## src/rtl/pwm_pkg.sv

```systemverilog
// Shared constants for the multi-channel PWM generator: channel alignment
// mode encodings and the default counter width.
package pwm_pkg;

   localparam logic [1:0] PWM_LEFT      = 2'b00;
   localparam logic [1:0] PWM_RIGHT     = 2'b01;
   localparam logic [1:0] PWM_UNALIGNED = 2'b10;
   localparam logic [1:0] PWM_OFF       = 2'b11;

   localparam int CNT_W_DEF = 16;

endpackage

```

## src/rtl/pwm_chan.sv

```systemverilog
// One PWM channel: active configuration registers reloaded on apply cycles,
// compare logic against the shared counter, and the registered output.
module pwm_chan
   import pwm_pkg::*;
#(
   parameter int CNT_W = CNT_W_DEF
) (
   input  logic             clk,
   input  logic             rst_n,
   input  logic             pwm_en,
   input  logic             apply,
   input  logic [CNT_W-1:0] count_val,
   input  logic [1:0]       mode_nxt,
   input  logic             pol_nxt,
   input  logic [CNT_W-1:0] c1_nxt,
   input  logic [CNT_W-1:0] c2_nxt,
   output logic             pwm_out
);

   logic [1:0]       mode_r;
   logic             pol_r;
   logic [CNT_W-1:0] c1_r;
   logic [CNT_W-1:0] c2_r;
   logic             raw_s;
   logic             pwm_out_r;

   // Active config: only changes on period boundaries or while disabled
   always_ff @(posedge clk or negedge rst_n) begin
      if (!rst_n) begin
         mode_r <= PWM_LEFT;
         pol_r  <= 1'b0;
         c1_r   <= {CNT_W{1'b0}};
         c2_r   <= {CNT_W{1'b0}};
      end else if (apply) begin
         mode_r <= mode_nxt;
         pol_r  <= pol_nxt;
         c1_r   <= c1_nxt;
         c2_r   <= c2_nxt;
      end
   end

   // Raw active level; unaligned with c2 <= c1 can never satisfy both bounds
   always_comb begin
      raw_s = 1'b0;
      case (mode_r)
         PWM_LEFT:      raw_s = (count_val < c1_r);
         PWM_RIGHT:     raw_s = (count_val >= c1_r);
         PWM_UNALIGNED: raw_s = (count_val >= c1_r) && (count_val < c2_r);
         PWM_OFF:       raw_s = 1'b0;
         default:       raw_s = 1'b0;
      endcase
   end

   // Output flop with polarity; disabled forces low regardless of polarity
   always_ff @(posedge clk or negedge rst_n) begin
      if (!rst_n) begin
         pwm_out_r <= 1'b0;
      end else begin
         pwm_out_r <= pwm_en ? (raw_s ^ pol_r) : 1'b0;
      end
   end

   assign pwm_out = pwm_out_r;

endmodule

```

## src/rtl/pwm_gen_mc.sv

```systemverilog
// Multi-channel PWM generator: shared period counter, double-buffered
// configuration (staging -> active at period boundary) and CH channels.
module pwm_gen_mc
   import pwm_pkg::*;
#(
   parameter int CH    = 4,
   parameter int CNT_W = CNT_W_DEF
) (
   input  logic                clk,
   input  logic                rst_n,
   input  logic                pwm_en,
   input  logic                cfg_wr,
   input  logic [CNT_W-1:0]    period,
   input  logic [2*CH-1:0]     mode,
   input  logic [CH-1:0]       pol,
   input  logic [CH*CNT_W-1:0] compare1,
   input  logic [CH*CNT_W-1:0] compare2,
   output logic [CH-1:0]       pwm_out,
   output logic [CNT_W-1:0]    count_val,
   output logic                period_evt,
   output logic                cfg_pending
);

   logic [CNT_W-1:0]    count_r;
   logic [CNT_W-1:0]    period_act_r;
   logic [CNT_W-1:0]    period_stg_r;
   logic [2*CH-1:0]     mode_stg_r;
   logic [CH-1:0]       pol_stg_r;
   logic [CH*CNT_W-1:0] c1_stg_r;
   logic [CH*CNT_W-1:0] c2_stg_r;
   logic                pending_r;

   logic [CNT_W-1:0]    period_nxt_s;
   logic [2*CH-1:0]     mode_nxt_s;
   logic [CH-1:0]       pol_nxt_s;
   logic [CH*CNT_W-1:0] c1_nxt_s;
   logic [CH*CNT_W-1:0] c2_nxt_s;
   logic                wrap_s;
   logic                apply_s;

   assign wrap_s  = pwm_en && (count_r == period_act_r);
   assign apply_s = wrap_s || !pwm_en;

   // A write landing on an apply cycle bypasses staging straight into active
   always_comb begin
      if (cfg_wr) begin
         period_nxt_s = period;
         mode_nxt_s   = mode;
         pol_nxt_s    = pol;
         c1_nxt_s     = compare1;
         c2_nxt_s     = compare2;
      end else begin
         period_nxt_s = period_stg_r;
         mode_nxt_s   = mode_stg_r;
         pol_nxt_s    = pol_stg_r;
         c1_nxt_s     = c1_stg_r;
         c2_nxt_s     = c2_stg_r;
      end
   end

   // Staging registers, rewritten on every cycle the strobe is high
   always_ff @(posedge clk or negedge rst_n) begin
      if (!rst_n) begin
         period_stg_r <= {CNT_W{1'b0}};
         mode_stg_r   <= {(2*CH){1'b0}};
         pol_stg_r    <= {CH{1'b0}};
         c1_stg_r     <= {(CH*CNT_W){1'b0}};
         c2_stg_r     <= {(CH*CNT_W){1'b0}};
      end else if (cfg_wr) begin
         period_stg_r <= period;
         mode_stg_r   <= mode;
         pol_stg_r    <= pol;
         c1_stg_r     <= compare1;
         c2_stg_r     <= compare2;
      end
   end

   // Counter, active period and pending flag
   always_ff @(posedge clk or negedge rst_n) begin
      if (!rst_n) begin
         count_r      <= {CNT_W{1'b0}};
         period_act_r <= {CNT_W{1'b0}};
         pending_r    <= 1'b0;
      end else begin
         if (apply_s) begin
            count_r <= {CNT_W{1'b0}};
         end else begin
            count_r <= count_r + {{(CNT_W-1){1'b0}}, 1'b1};
         end
         if (apply_s) begin
            period_act_r <= period_nxt_s;
            pending_r    <= 1'b0;
         end else if (cfg_wr) begin
            pending_r    <= 1'b1;
         end
      end
   end

   for (genvar i = 0; i < CH; i++) begin : g_chan
      pwm_chan #(
         .CNT_W (CNT_W)
      ) u_chan (
         .clk       (clk),
         .rst_n     (rst_n),
         .pwm_en    (pwm_en),
         .apply     (apply_s),
         .count_val (count_r),
         .mode_nxt  (mode_nxt_s[2*i +: 2]),
         .pol_nxt   (pol_nxt_s[i]),
         .c1_nxt    (c1_nxt_s[i*CNT_W +: CNT_W]),
         .c2_nxt    (c2_nxt_s[i*CNT_W +: CNT_W]),
         .pwm_out   (pwm_out[i])
      );
   end

   assign count_val   = count_r;
   assign period_evt  = wrap_s;
   assign cfg_pending = pending_r;

endmodule

```

## config.mk

```make
export PLATFORM = sky130hd
export DESIGN_NAME = pwm_gen_mc
export DESIGN_NICKNAME = d
export VERILOG_FILES = /design/src/rtl/pwm_pkg.sv /design/src/rtl/pwm_chan.sv /design/src/rtl/pwm_gen_mc.sv
export SDC_FILE = /design/constraint.sdc
export NUM_CORES = 1
export LEC_CHECK = 0
export BUFFER_PORTS_ARGS = -buffer_cell sky130_fd_sc_hd__buf_2
export CAP_MARGIN = 20
export CORE_MARGIN = 1
export CORE_UTILIZATION = 65
export CTS_BUF_LIST = sky130_fd_sc_hd__clkbuf_2 sky130_fd_sc_hd__clkbuf_4 sky130_fd_sc_hd__clkbuf_8
export DETAILED_ROUTE_END_ITERATION = 10
export GPL_ROUTABILITY_DRIVEN = 0
export PLACE_DENSITY = 0.95
export SLEW_MARGIN = 40
export SYNTH_ARGS = -nofsm -noshare
export SYNTH_HDL_FRONTEND = slang
export SYNTH_HIERARCHICAL = 1
export SYNTH_SLANG_ARGS = --single-unit
```

## constraint.sdc

```tcl
create_clock -name clk -period 4.01 [get_ports clk]
set_input_delay 0.6015 -clock clk [delete_from_list [all_inputs] [get_ports clk]]
set_output_delay 0.6015 -clock clk [all_outputs]
set_load 0.02 [all_outputs]
```

==> impl_results.md <==
* Result of the run: complete, no violations
* Overall routing resource usage at 32.79%
* Inserted Diodes at 0
* WL/cell at 19.95 um
* Part of the Yosys area used for sequential elements at 52.56%
* HP Start: compare2[52]
* Port Buffers at 181
* TritonCTS clock tree: yes
* Cell taking the most area after synthesis: sky130_fd_sc_hd__dfrtp_1
* Number of vias after detailed routing at 11680
* Inserted Clock Buffers at 50
* Routed vias/inst at 5.969
* R2R Path Start: count_val[11]$_DFF_PN0_
* Number of DRC violations after detailed routing at 0
* Cell Area, Synth at 15860 um2
* MaxCap Viol Count at 0
* Number of buffers added for setup after CTS at 0
* Final count of hold timing violations at 0
* Number of nets in the synthesized netlist at 1675
* Clock Root Buffer: sky130_fd_sc_hd__clkbuf_8
* Top FF cell, synth: sky130_fd_sc_hd__dfrtp_1
* Leakage power total at 0.008920 uW
* Worst setup skew after layout at 14.57 ps
* Count of distinct cell types in the synthesized netlist at 48
* Hold buffer count at cts at 0
* Hold path cells at 2
* Setup repair after global routing missed its margin: no
* FFs w/ async S/R, synth at 100.0%
* Antenna violation net count after detailed routing at 0
* Height of the die at 158.2 um
* Final nets at 1881
* Clock Pin Slew Worst Setup and Hold Paths at 70 ps
* Nature of the critical path startpoint: register
* Pwr dens at 445.3 nW/um2
* Arrival time worst endpoint at 2420 ps
* FF-to-FF End: g_chan[0].u_chan/mode_r[0]$_DFFE_PN0P_
* Fmax achieved at 331.2 MHz
* Row count at 56
* Total setup violations reported at the end of the flow at 0
* Final Cell Area at 18340 um2
* Critical setup path kind: reg -> out
* Most common library cell in the layout ignoring fill and taps: sky130_fd_sc_hd__dfrtp_1
* Worst hold endpoint: c2_stg_r[52]$_DFF_PN0_
* Final period utilization at 75.30%
* Final setup TNS at 0 ps
* Slowest Stage Delay on Critical Path at 910 ps
* Initial DRC Count at 850
* Tmin final at 3020 ps
* Worst min-delay path class: in -> reg
* Critical path fanouts, max at 12
* Level count of the clock H-tree at 2
* Initial cell density of the core at 66.95%
* Number of flip-flops and latches in the synthesized netlist at 333
* Cell area reported after detailed placement at 17160 um2
* First-pass GRT wire length at 62.48 mm
* Critical-path cell with the highest stage delay: sky130_fd_sc_hd__dfrtp_1
* Mean instance size in the synthesized netlist at 11.41 um2
* Core area at 23680 um2
* Via count of the first global-routing pass at 12380
* Area growth from synthesis to final layout at 15.70%
* Aggregate global routing overflow at 0
* Required time of the critical path at 3410 ps
* Sum of routed wire length over all layers at 39.03 mm
* Number of buffers on the longest clock path at 3
* Number of sinks driven by the clock tree at 333
* Setup ws final at 990.4 ps
* Synth warn at 6
* Cells after synthesis at 1390
* Iteration count of the initial detailed-routing pass at 7
* Most frequent cells in the layout: 333 x sky130_fd_sc_hd__dfrtp_1, 181 x sky130_fd_sc_hd__mux2_2, 179 x sky130_fd_sc_hd__buf_2
* Critical Path Sink Type: output port
* Number of max-slew violations in the final report at 0
* HPWL after detailed placement at 25.75 mm
* Worst supply voltage drop on vdd at 0.3080 mV
* Latest clock arrival within the worst-skew pair at 570 ps
* EDFF count, synth at 0
* Transition time at the pin with the least slew margin at 862.1 ps
* Number of antenna violations at the first check in global routing at 0
* Fraction of final layout cells sized beyond drive strength 1 at 31.22%
* Worst path cell trace: xnor2_1, nand4_1, nor2_1, and3_1, buf_2
* Largest net degree at the start of global routing at 176
* DP Worst Slack at 1191 ps
* Fraction of post-synthesis cell area in the top cell type by area at 52.56%
* Worst rel slew slack at 42.52%
* Die outline area at 25020 um2
* Internal reg-to-reg setup slack at 1070 ps
* Leading post-synthesis cells by cell area: sky130_fd_sc_hd__dfrtp_1 53%, sky130_fd_sc_hd__mux2_2 13%, sky130_fd_sc_hd__ha_1 9.9%, sky130_fd_sc_hd__o21ai_0 4.1%, sky130_fd_sc_hd__nand2_1 3.7%
* Post-CTS Resized at 0
* Length in cells of the worst reg-to-reg path at 5
* I/O pin count at 182
* Fill cell instance count of the final layout at 1405
* Post-layout total power at 8169 uW
* Width of the die at 158.2 um
## registers in the layout (all words and copies together) (netlist names)
register               cells
count_val                 16
pol_stg_r                  4
g_chan.u_chan/pol_r        4
c1_stg_r                  64
g_chan.u_chan/c2_r        64
mode_stg_r                 8
period_act_r              16
c2_stg_r                  64
g_chan.u_chan/pwm_out      4
period_stg_r              16
g_chan.u_chan/mode_r       8
g_chan.u_chan/c1_r        64
cfg_pending                1
## metrics by stage
stage          util, %  hold WS (ps)  cells
2_1_floorplan        -         305.9   1390
3_3_place_gp     72.45         477.7   1861
3_5_place_dp     72.45         484.3   1861
4_1_cts          77.30         80.57   1954
5_1_grt          77.46         272.8   1956
6_report         77.46         281.3   1956
## power by group
group | internal, uW | switching [uW] | total [uW]
clock network | 1750 | 1320 | 3070
logic | 533 | 689 | 1220
registers | 3730 | 150 | 3880
## cell families after synthesis
kind of cell | synth area share, %
DFF | 52.56
and+or+nand+nor | 8.870
AOI/OAI and AO/OA | 8.523
muxes | 14.13
buffers and inverters | 4.451
adders and majority gates | 9.864
xor gates and xnor gates | 1.610
## layout make-up
cell class | count | area (um2) | share of cell area (%)
tap | 319 | 399.1 | 2.176
inverter | 126 | 473.0 | 2.578
sequential | 333 | 8333 | 45.43
timing repair buffer | 205 | 1175 | 6.405
clock buffer | 79 | 1018 | 5.552
clock inverter | 14 | 128.9 | 0.7025
multi-input combinational | 880 | 6817 | 37.16
## worst max path at each step
stage / slack [ps] / depth (start not counted) / startpoint / to
after floorplan: 1210 / 9 / count_val[3]$_DFF_PN0_ / g_chan[0].u_chan/c1_r[15]$_DFFE_PN0P_
after global placement: 1340 / 5 / count_val[15]$_DFF_PN0_ / g_chan[0].u_chan/mode_r[0]$_DFFE_PN0P_
after detailed placement: 1190 / 5 / count_val[11]$_DFF_PN0_ / g_chan[0].u_chan/mode_r[0]$_DFFE_PN0P_
after CTS: 1030 / 5 / count_val[11]$_DFF_PN0_ / period_evt
after global routing: 960 / 5 / count_val[11]$_DFF_PN0_ / period_evt
final: 990 / 5 / count_val[11]$_DFF_PN0_ / period_evt
## cells in the mapped netlist (5+ instances only)
cell                       instances
sky130_fd_sc_hd__inv_1           126
sky130_fd_sc_hd__dfrtp_1         333
sky130_fd_sc_hd__nand4_1          17
sky130_fd_sc_hd__ha_1            125
sky130_fd_sc_hd__nand2_1         155
sky130_fd_sc_hd__or2_2             5
sky130_fd_sc_hd__nand2b_1          8
sky130_fd_sc_hd__or3_1            14
sky130_fd_sc_hd__nand3_1          18
sky130_fd_sc_hd__a21oi_1          51
sky130_fd_sc_hd__xor2_1            7
sky130_fd_sc_hd__mux2_2          181
sky130_fd_sc_hd__o21ai_0         130
sky130_fd_sc_hd__xnor2_1          19
sky130_fd_sc_hd__mux2_4           10
sky130_fd_sc_hd__buf_1             6
sky130_fd_sc_hd__nor2_1           41
sky130_fd_sc_hd__clkbuf_1         40
sky130_fd_sc_hd__nor3_1           21
## worst max-delay path: cells and delay by family, from the launching register on
| family | cells | cell delay [ps] |
|---|---|---|
| simple gates | 3 | 540 |
| buf+inv | 1 | 180 |
| xor+xnor | 1 | 210 |
| flops | 1 | 910 |
## layer usage
metal	vias up	part of all wire, %	global-route usage [%]
met5	-	0	0
met4	0	4.3	16.76
met3	156	8.5	7.747
met2	543	49	54.49
met1	5764	38	39.97
li1	5212	-	-
(Power assumes the default switching activity.)
